## src/rtl/uart_tx_arbiter_pkg.sv

```systemverilog
// ---------------------------------------------------------------------------
// uart_tx_arbiter_pkg
// Shared definitions for the UART transmit arbiter:
//   - FSM state encoding (IDLE / START / WAIT)
//   - default frame timeout in clk cycles
//   - byte width and maximum supported requester count
//   - onehot_to_idx helper used to turn a one-hot owner into an index
// ---------------------------------------------------------------------------
package uart_tx_arbiter_pkg;

  localparam int DATA_W          = 8;
  localparam int MAX_REQ         = 8;
  // One 9600-baud frame at 50 MHz is ~52k cycles; this leaves ample margin.
  localparam int DEFAULT_TIMEOUT = 100000;

  typedef enum logic [1:0] {
    ST_IDLE  = 2'd0,
    ST_START = 2'd1,
    ST_WAIT  = 2'd2
  } state_e;

  // Encodes a one-hot vector (up to MAX_REQ bits) as a binary index.
  // OR-ing the indices of set bits is exact for one-hot inputs and keeps
  // the logic a plain OR tree.
  function automatic logic [2:0] onehot_to_idx(input logic [MAX_REQ-1:0] oh);
    logic [2:0] idx;
    idx = '0;
    for (int i = 0; i < MAX_REQ; i++) begin
      if (oh[i]) idx = idx | 3'(i);
    end
    return idx;
  endfunction

endpackage

```

## src/rtl/uart_tx_arbiter_rr_arbiter.sv

```systemverilog
// ---------------------------------------------------------------------------
// rr_arbiter
// Combinational round-robin priority picker.
//   req        in  N_REQ  level requests
//   last_owner in  LW     index of the most recently served requester
//   winner     out N_REQ  one-hot winner (all zero when req == 0)
// The search starts at last_owner+1 and wraps modulo N_REQ.
// ---------------------------------------------------------------------------
module rr_arbiter #(
  parameter int N_REQ = 4,
  parameter int LW    = $clog2(N_REQ)
) (
  input  logic [N_REQ-1:0] req,
  input  logic [LW-1:0]    last_owner,
  output logic [N_REQ-1:0] winner
);

  logic [N_REQ-1:0] upper_mask;
  logic [N_REQ-1:0] masked_req;
  logic [N_REQ-1:0] pick;

  // upper_mask selects requesters strictly above last_owner; those get
  // first look before wrapping around to the full request vector.
  for (genvar gi = 0; gi < N_REQ; gi++) begin : g_mask
    localparam logic [LW-1:0] POS = LW'(gi);
    assign upper_mask[gi] = (POS > last_owner);
  end

  assign masked_req = req & upper_mask;
  assign pick       = (|masked_req) ? masked_req : req;
  // Isolate the lowest set bit: x & -x.
  assign winner     = pick & (~pick + N_REQ'(1));

endmodule

```

## src/rtl/uart_tx_arbiter.sv

```systemverilog
// ---------------------------------------------------------------------------
// uart_tx_arbiter
// Shares one UART byte transmitter among N_REQ requesters with round-robin
// fairness and a per-byte completion timeout.
//
// Ports
//   clk          in   1        system clock, rising edge
//   rst          in   1        asynchronous active-high reset
//   enable       in   1        gates new grants only; in-flight byte completes
//   req          in   N_REQ    per-requester level request
//   req_data     in   N_REQ*8  byte of requester i on [8i+7:8i]
//   gnt          out  N_REQ    one-hot pulse: byte accepted
//   done         out  N_REQ    one-hot pulse: byte fully transmitted
//   byte_en      out  1        start pulse to the byte transmitter
//   data_byte    out  8        byte presented to the transmitter
//   tx_done      in   1        completion pulse from the transmitter
//   busy         out  1        high whenever the FSM is not IDLE
//   timeout_err  out  1        pulse when the transmitter failed to finish
//
// All outputs are registered; gnt/byte_en appear the cycle after START is
// entered, i.e. two cycles after a request is seen in IDLE.
// ---------------------------------------------------------------------------
module uart_tx_arbiter
  import uart_tx_arbiter_pkg::*;
#(
  parameter int N_REQ   = 4,
  parameter int TIMEOUT = DEFAULT_TIMEOUT
) (
  input  logic                    clk,
  input  logic                    rst,
  input  logic                    enable,
  input  logic [N_REQ-1:0]        req,
  input  logic [N_REQ*DATA_W-1:0] req_data,
  output logic [N_REQ-1:0]        gnt,
  output logic [N_REQ-1:0]        done,
  output logic                    byte_en,
  output logic [DATA_W-1:0]       data_byte,
  input  logic                    tx_done,
  output logic                    busy,
  output logic                    timeout_err
);

  localparam int LW    = $clog2(N_REQ);
  localparam int CNT_W = $clog2(TIMEOUT) + 1;
  localparam logic [CNT_W-1:0] CNT_LAST = CNT_W'(TIMEOUT - 1);
  localparam logic [CNT_W-1:0] CNT_MAX  = '1;

  state_e              state_q;
  logic [N_REQ-1:0]    owner_oh_q;
  logic [LW-1:0]       last_owner_q;
  logic [CNT_W-1:0]    cnt_q;
  logic [CNT_W-1:0]    cnt_d;
  logic [N_REQ-1:0]    gnt_q;
  logic [N_REQ-1:0]    done_q;
  logic                byte_en_q;
  logic [DATA_W-1:0]   data_byte_q;
  logic                busy_q;
  logic                timeout_err_q;

  logic [N_REQ-1:0]    winner;
  logic [LW-1:0]       owner_idx;
  logic [DATA_W-1:0]   sel_chain [N_REQ+1];

  rr_arbiter #(
    .N_REQ (N_REQ),
    .LW    (LW)
  ) u_rr_arbiter (
    .req        (req),
    .last_owner (last_owner_q),
    .winner     (winner)
  );

  // One-hot mux of the winner's byte, built as an OR chain.
  assign sel_chain[0] = '0;
  for (genvar gi = 0; gi < N_REQ; gi++) begin : g_sel
    assign sel_chain[gi+1] = sel_chain[gi]
                           | ({DATA_W{winner[gi]}} & req_data[DATA_W*gi +: DATA_W]);
  end

  assign owner_idx = LW'(onehot_to_idx(MAX_REQ'(owner_oh_q)));

  // Saturating increment; in normal operation the timeout compare returns
  // to IDLE long before saturation, this only guards against wrap.
  assign cnt_d = (cnt_q == CNT_MAX) ? cnt_q : cnt_q + CNT_W'(1);

  always_ff @(posedge clk or posedge rst) begin
    if (rst) begin
      state_q       <= ST_IDLE;
      owner_oh_q    <= '0;
      last_owner_q  <= LW'(N_REQ - 1);
      cnt_q         <= '0;
      gnt_q         <= '0;
      done_q        <= '0;
      byte_en_q     <= 1'b0;
      data_byte_q   <= '0;
      busy_q        <= 1'b0;
      timeout_err_q <= 1'b0;
    end else begin
      gnt_q         <= '0;
      done_q        <= '0;
      byte_en_q     <= 1'b0;
      timeout_err_q <= 1'b0;
      case (state_q)
        ST_IDLE: begin
          if (enable && (|req)) begin
            owner_oh_q  <= winner;
            data_byte_q <= sel_chain[N_REQ];
            state_q     <= ST_START;
            busy_q      <= 1'b1;
          end
        end
        ST_START: begin
          gnt_q     <= owner_oh_q;
          byte_en_q <= 1'b1;
          cnt_q     <= '0;
          state_q   <= ST_WAIT;
        end
        ST_WAIT: begin
          // tx_done takes priority over a coincident timeout.
          if (tx_done) begin
            done_q       <= owner_oh_q;
            last_owner_q <= owner_idx;
            state_q      <= ST_IDLE;
            busy_q       <= 1'b0;
          end else if (cnt_q == CNT_LAST) begin
            timeout_err_q <= 1'b1;
            last_owner_q  <= owner_idx;
            state_q       <= ST_IDLE;
            busy_q        <= 1'b0;
          end else begin
            cnt_q <= cnt_d;
          end
        end
        default: begin
          state_q <= ST_IDLE;
          busy_q  <= 1'b0;
        end
      endcase
    end
  end

  assign gnt         = gnt_q;
  assign done        = done_q;
  assign byte_en     = byte_en_q;
  assign data_byte   = data_byte_q;
  assign busy        = busy_q;
  assign timeout_err = timeout_err_q;

endmodule

```

## config.mk

```make
export PLATFORM = sky130hd
export DESIGN_NAME = uart_tx_arbiter
export DESIGN_NICKNAME = d
export VERILOG_FILES = /design/src/rtl/uart_tx_arbiter_pkg.sv /design/src/rtl/uart_tx_arbiter_rr_arbiter.sv /design/src/rtl/uart_tx_arbiter.sv
export SDC_FILE = /design/constraint.sdc
export NUM_CORES = 1
export LEC_CHECK = 0
export ABC_AREA = 1
export CORE_MARGIN = 3
export CORE_UTILIZATION = 45
export DETAILED_ROUTE_END_ITERATION = 10
export PLACE_DENSITY = 0.82
export SYNTH_ARGS = -nofsm -noshare
export SYNTH_HDL_FRONTEND = slang
export SYNTH_HIERARCHICAL = 1
export SYNTH_SLANG_ARGS = --single-unit
```

## constraint.sdc

```tcl
create_clock -name clk -period 4.5 [get_ports clk]
set_clock_uncertainty 0.05 [all_clocks]
set_input_delay 0.675 -clock clk [delete_from_list [all_inputs] [get_ports clk]]
set_output_delay 0.675 -clock clk [all_outputs]
set_load 0.02 [all_outputs]
```

### After elaboration in Yosys (flattened, before gate mapping)

Index checks and enable logic that the tools add are counted.

* bits in registers: 45
* latch bits: 0
* memory bits (writable): 0
* ROM bits: 0
* input bits: 40
* output and inout bits: 19
* memories kept: 0

* $add $sub $neg: 2
* multipliers: 0
* div/mod/pow operators: 0
* magnitude comparators: 4
* equal/unequal tests: 9
* shift operators: 0
* mux-type cells: 25
* bitwise gates (word level): 11
* reductions and logical operators: 11

Operators by type and width (count)
* $mux 18: 3
* $pmux 18 s2: 1
* $and 8x8->8: 4
* $or 8x8->8: 3
* $add 18x1->18 const B: 1
* $eq 18x17->1 const B: 1
* $eq 18x18->1 const B: 1
* $mux 4: 4
* $mux 2: 7
* $and 4x4->4: 2
* $mux 1: 8
* $ne 2x2->1 const B: 4
* $reduce_or 4->1: 2
* $pmux 2 s3: 1
* $reduce_and 2->1: 3
* $add 4x1->4 const B: 1
* $gt 1x2->1 const A: 2
* $gt 2x2->1 const A: 2
* $not 4->4: 1
* $reduce_and 4->1: 1
* $reduce_bool 2->1: 2
* $ne 3x3->1 const B: 1
* $pmux 1 s3: 1
* $reduce_and 3->1: 1
* other kinds (5): 5

### Longest topological paths before layout

* word-level depth: 11
* mapped depth: 11

### By module

The synthesis kept the hierarchy.

By module, submodules not included
* uart_tx_arbiter: instances 1, cells an instance 330, area an instance 2471.1 sq um, sequential area each 1128.6 sq um
* rr_arbiter: instances 1, cells an instance 18, area an instance 115.1 sq um, sequential area each 0.0 sq um

### Least setup slack after synthesis

No wires, ideal clock.

* path type: input to register
* start point: input req[3]
* end point: register data_byte_q[6], in the netlist data_byte[6]
* library setup time: 126 ps
* arrival: 1551 ps
* required time: 4324 ps
* setup slack: 2774 ps
* stages on the path: 9
* buffers on the path: 1
* cell sequence: nand2_2 -> nand4_2 -> nand3_2 -> nor2_1 -> buf_1 -> nand2_1 -> nand2_1 -> a221oi_1 -> o21ai_1

* elaborated cells on any way between the ends: 16
* classes of those cells: add/sub (1); mux (1); bitwise (10); reduce/logical (4)

RTL lines
* start: declaration: line uart_tx_arbiter.sv:32 `input logic [N_REQ-1:0] req,`
* $and 4x4->4 *: line uart_tx_arbiter_rr_arbiter.sv:29 `assign masked_req = req & upper_mask;`
* $reduce_or 4->1 *: line uart_tx_arbiter_rr_arbiter.sv:30 `assign pick = (|masked_req) ? masked_req : req;`
* $mux 4 *: line uart_tx_arbiter_rr_arbiter.sv:30
* $not 4->4: line uart_tx_arbiter_rr_arbiter.sv:32 `assign winner = pick & (~pick + N_REQ'(1));`
* $add 4x1->4: line uart_tx_arbiter_rr_arbiter.sv:32
* $and 4x4->4 *: line uart_tx_arbiter_rr_arbiter.sv:32
* via winner[2]: line uart_tx_arbiter.sv:60 `logic [N_REQ-1:0] winner;`
* $and 8x8->8 *: line uart_tx_arbiter.sv:77 `| ({DATA_W{winner[gi]}} & req_data[DATA_W*gi +: DATA_W]);`
* $or 8x8->8 * (2 in a row): line uart_tx_arbiter.sv:77
* end signal: assignment: line uart_tx_arbiter.sv:107 `data_byte_q <= sel_chain[N_REQ];`
* end: declaration: line uart_tx_arbiter.sv:56 `logic [DATA_W-1:0] data_byte_q;`

The timed path passes the listed nets; every way through them passes the cells marked *.
A chain may end at the register's enable or synchronous reset.

### Worst setup path in the final report

* start point: input req[1]
* end point: register data_byte_q[1], in the netlist data_byte[1]

* elaborated cells on any way between the ends: 16
* classes of those cells: add/sub (1); mux (1); bitwise (10); reduce/logical (4)

RTL lines (line)
* $and 4x4->4: uart_tx_arbiter_rr_arbiter.sv:29
* $reduce_or 4->1: uart_tx_arbiter_rr_arbiter.sv:30
* $mux 4 *: uart_tx_arbiter_rr_arbiter.sv:30
* $not 4->4: uart_tx_arbiter_rr_arbiter.sv:32
* $add 4x1->4: uart_tx_arbiter_rr_arbiter.sv:32
* $and 4x4->4 *: uart_tx_arbiter_rr_arbiter.sv:32
* via winner[3]: uart_tx_arbiter.sv:60
* $and 8x8->8 *: uart_tx_arbiter.sv:77
* $or 8x8->8 *: uart_tx_arbiter.sv:77

Marked as above.

==> flow_metrics.env <==
export IMPL_status="completed"
export IMPL_io_pins=59
export IMPL_antenna_cells=0
export IMPL_core_region_area_um2=5335
export IMPL_whs_ns=0.4301
export IMPL_grt_pass1_wl_um=10210
export IMPL_cts_made_buffers=5
export IMPL_period_needed_ns=2.294
export IMPL_dp_cells=467
export IMPL_slew_headroom_pct=52.86
export IMPL_drtPass1Iterations=4
export IMPL_ctsResizeCount=0
export IMPL_path_clk_slew_ns=0.09
export IMPL_ctsHoldBuffers=0
export IMPL_period_share_pct=50.97
export IMPL_synth_compound_area_share_pct=8.660
export IMPL_syn_area_per_cell_um2=7.432
export IMPL_layout_cells_most_common="nand2_1"
export IMPL_vdd_ir_drop_max_mv=0.2632
export IMPL_ant_nets=0
export IMPL_end_kind="register"
export IMPL_cts_tree="done"
export IMPL_fin_util_pct=61.91
export IMPL_vias=2449
export IMPL_track_usage_pct=19.41
export IMPL_fin_setup_tns_ns=0
export IMPL_via_per_inst=5.156
export IMPL_arrival_ns=2.48
export IMPL_cp_max_fo=9
export IMPL_netlist_area_um2=2586
export IMPL_cellLeakagePower_nw=1.524
export IMPL_rsz0062_at_grt="false"
export IMPL_crit_path_start_kind="input port"
export IMPL_globalRouteOverflowTotal=0
export IMPL_crit_type="input port to register"
export IMPL_worst_slew_pin_transition_ns=0.7045
export IMPL_routedWlPerCell_um=12.45
export IMPL_drt_drc_violations_left=0
export IMPL_htree_levels=2
export IMPL_fp_dieW_um=81.81
export IMPL_drt_wl_total_um=5916
export IMPL_maxSlewViolCount=0
export IMPL_clkSinkCount=45
export IMPL_yosysUniqueCellTypes=31
export IMPL_synth_simple_area_share_pct=39.48
export IMPL_max_freq_mhz=436.0
export IMPL_yosysWarnings=6
export IMPL_synth_mux_area_share_pct=0
export IMPL_total_power_mw=1.347
export IMPL_num_nets_final=445
export IMPL_hpwl_um=4469
export IMPL_postCtsSetupRepairBufs=0
export IMPL_p_per_area_nw_per_um2=407.6
export IMPL_synth_seq_cells=45
export IMPL_grt_pass1_vias=2296
export IMPL_multiInputGateArea_um2=1292
export IMPL_hp_class="register to register"
export IMPL_critical_path_required_ns=4.69
export IMPL_most_common_layout_cells="nand2_1, clkdlybuf4s50_1, nor2_1"
export IMPL_setup_viol=0
export IMPL_cap_violations=0
export IMPL_ys_seq_area_share_pct=43.64
export IMPL_drive_gt1_share_pct=9.877
export IMPL_root_buffer="clkbuf_8"
export IMPL_chipHeight_um=81.81
export IMPL_io_buffers=58
export IMPL_fin_cells=475
export IMPL_syn_inst=348
export IMPL_clock_latency_ns=0.30
export IMPL_clk_path_buf_depth=2
export IMPL_seq_area_um2=1129
export IMPL_synthXorXnorAreaFrac_pct=1.355
export IMPL_syn2layout_area_growth_pct=27.72
export IMPL_grt_max_degree=46
export IMPL_finalHoldViolations=0
export IMPL_syn_nets=389
export IMPL_fillerInstances=465
export IMPL_synthAdderAreaFrac_pct=0.4838
export IMPL_place_gp_congestion=0.8853
export IMPL_fp_row_count=26
export IMPL_fp_dieArea_um2=6693
export IMPL_synth_top_family_by_area="simple AND/OR/NAND/NOR gates"
export IMPL_antenna_found_initial=0
export IMPL_start_util_pct=48.48
export IMPL_drt_iter0_drc=88
power breakdown:
group	switching (mW)	internal (mW)
Sequential	0.0498	0.491
Combinational	0.341	0.207
Clock	0.146	0.112
per-layer routing:
metal / wire (um) / track usage (%) / part of all wire, %
met4: 122 / 6.977 / 2.1
met5: 0 / 0 / 0
met3: 346 / 3.509 / 5.8
met2: 2988 / 33.28 / 51
met1: 2458 / 24.38 / 42
sequential cells by signal, indices dropped and copies added, names as in the netlist:
signal / cells
gnt: 4
done: 4
byte_en: 1
data_byte: 8
owner_oh_q: 4
timeout_err: 1
state_q: 2
last_owner_q: 2
cnt_q: 18
busy: 1
cell families after synthesis:
group                      after synthesis
buffers and inverters                   40
DFF                                     45
adders and majority gates                1
xor gates and xnor gates                 4
AOI/OAI and AO/OA                       37
and+or+nand+nor                        221
final cells by class:
cell class / instances / area share, %
well taps: 70 / 2.652
flip-flops and latches: 45 / 34.17
inverters: 30 / 3.409
clock buffers: 5 / 2.083
multi-input cells: 263 / 39.13
clock inverters: 3 / 0.7576
repair buffers: 59 / 17.80
path summary, 6_finish.rpt:
check | slack, ns | cells after the start | start | end
setup / recovery | 2.21 | 9 | req[1] | data_byte[1]
hold / removal | 0.43 | 2 | busy | busy
hold reg to reg | 0.43 | 2 | busy | busy
max in group asynchronous | 3.26 | 3 | rst | last_owner_q[1]
min in group asynchronous | 0.76 | 3 | rst | data_byte[4]
setup reg to reg | 2.55 | 10 | cnt_q[0] | cnt_q[0]
synth_stat cells (all sizes together):
cell    instances  area, um2
a21oi           4      20.02
dfstp           2      52.55
xor2            4      35.03
clkbuf          6      22.52
buf             4      30.03
o21a            1      7.510
nor3            2      10.01
ha              1      12.51
nor3b           2      15.01
inv            30      112.6
dfrtp          43       1076
o21ai          23      118.9
o21bai          1      7.510
nand4           5      43.79
nand3b          1      7.510
nor2           56      251.5
a221oi          8      70.07
nand3          29      187.7
nand2         126      505.5
worst max-delay path, cell delays in order:
cell and delay [ns]:
clkdlybuf4s50_1 0.57, nand3_4 0.11, nand4_2 0.10, nand3_2 0.08, nor2_1 0.55, nand2_1 0.11
nand2_1 0.09, a221oi_1 0.05, o21ai_1 0.15
through the flow:
stage          setup WS [ns]  area [um2]
4_1_cts                2.242        3303
6_report               2.206        3303
5_1_grt                2.001        3303
3_3_place_gp           2.016        3209
3_5_place_dp           1.919        3209
2_1_floorplan          2.719        2586
(Power assumes the default switching activity.)
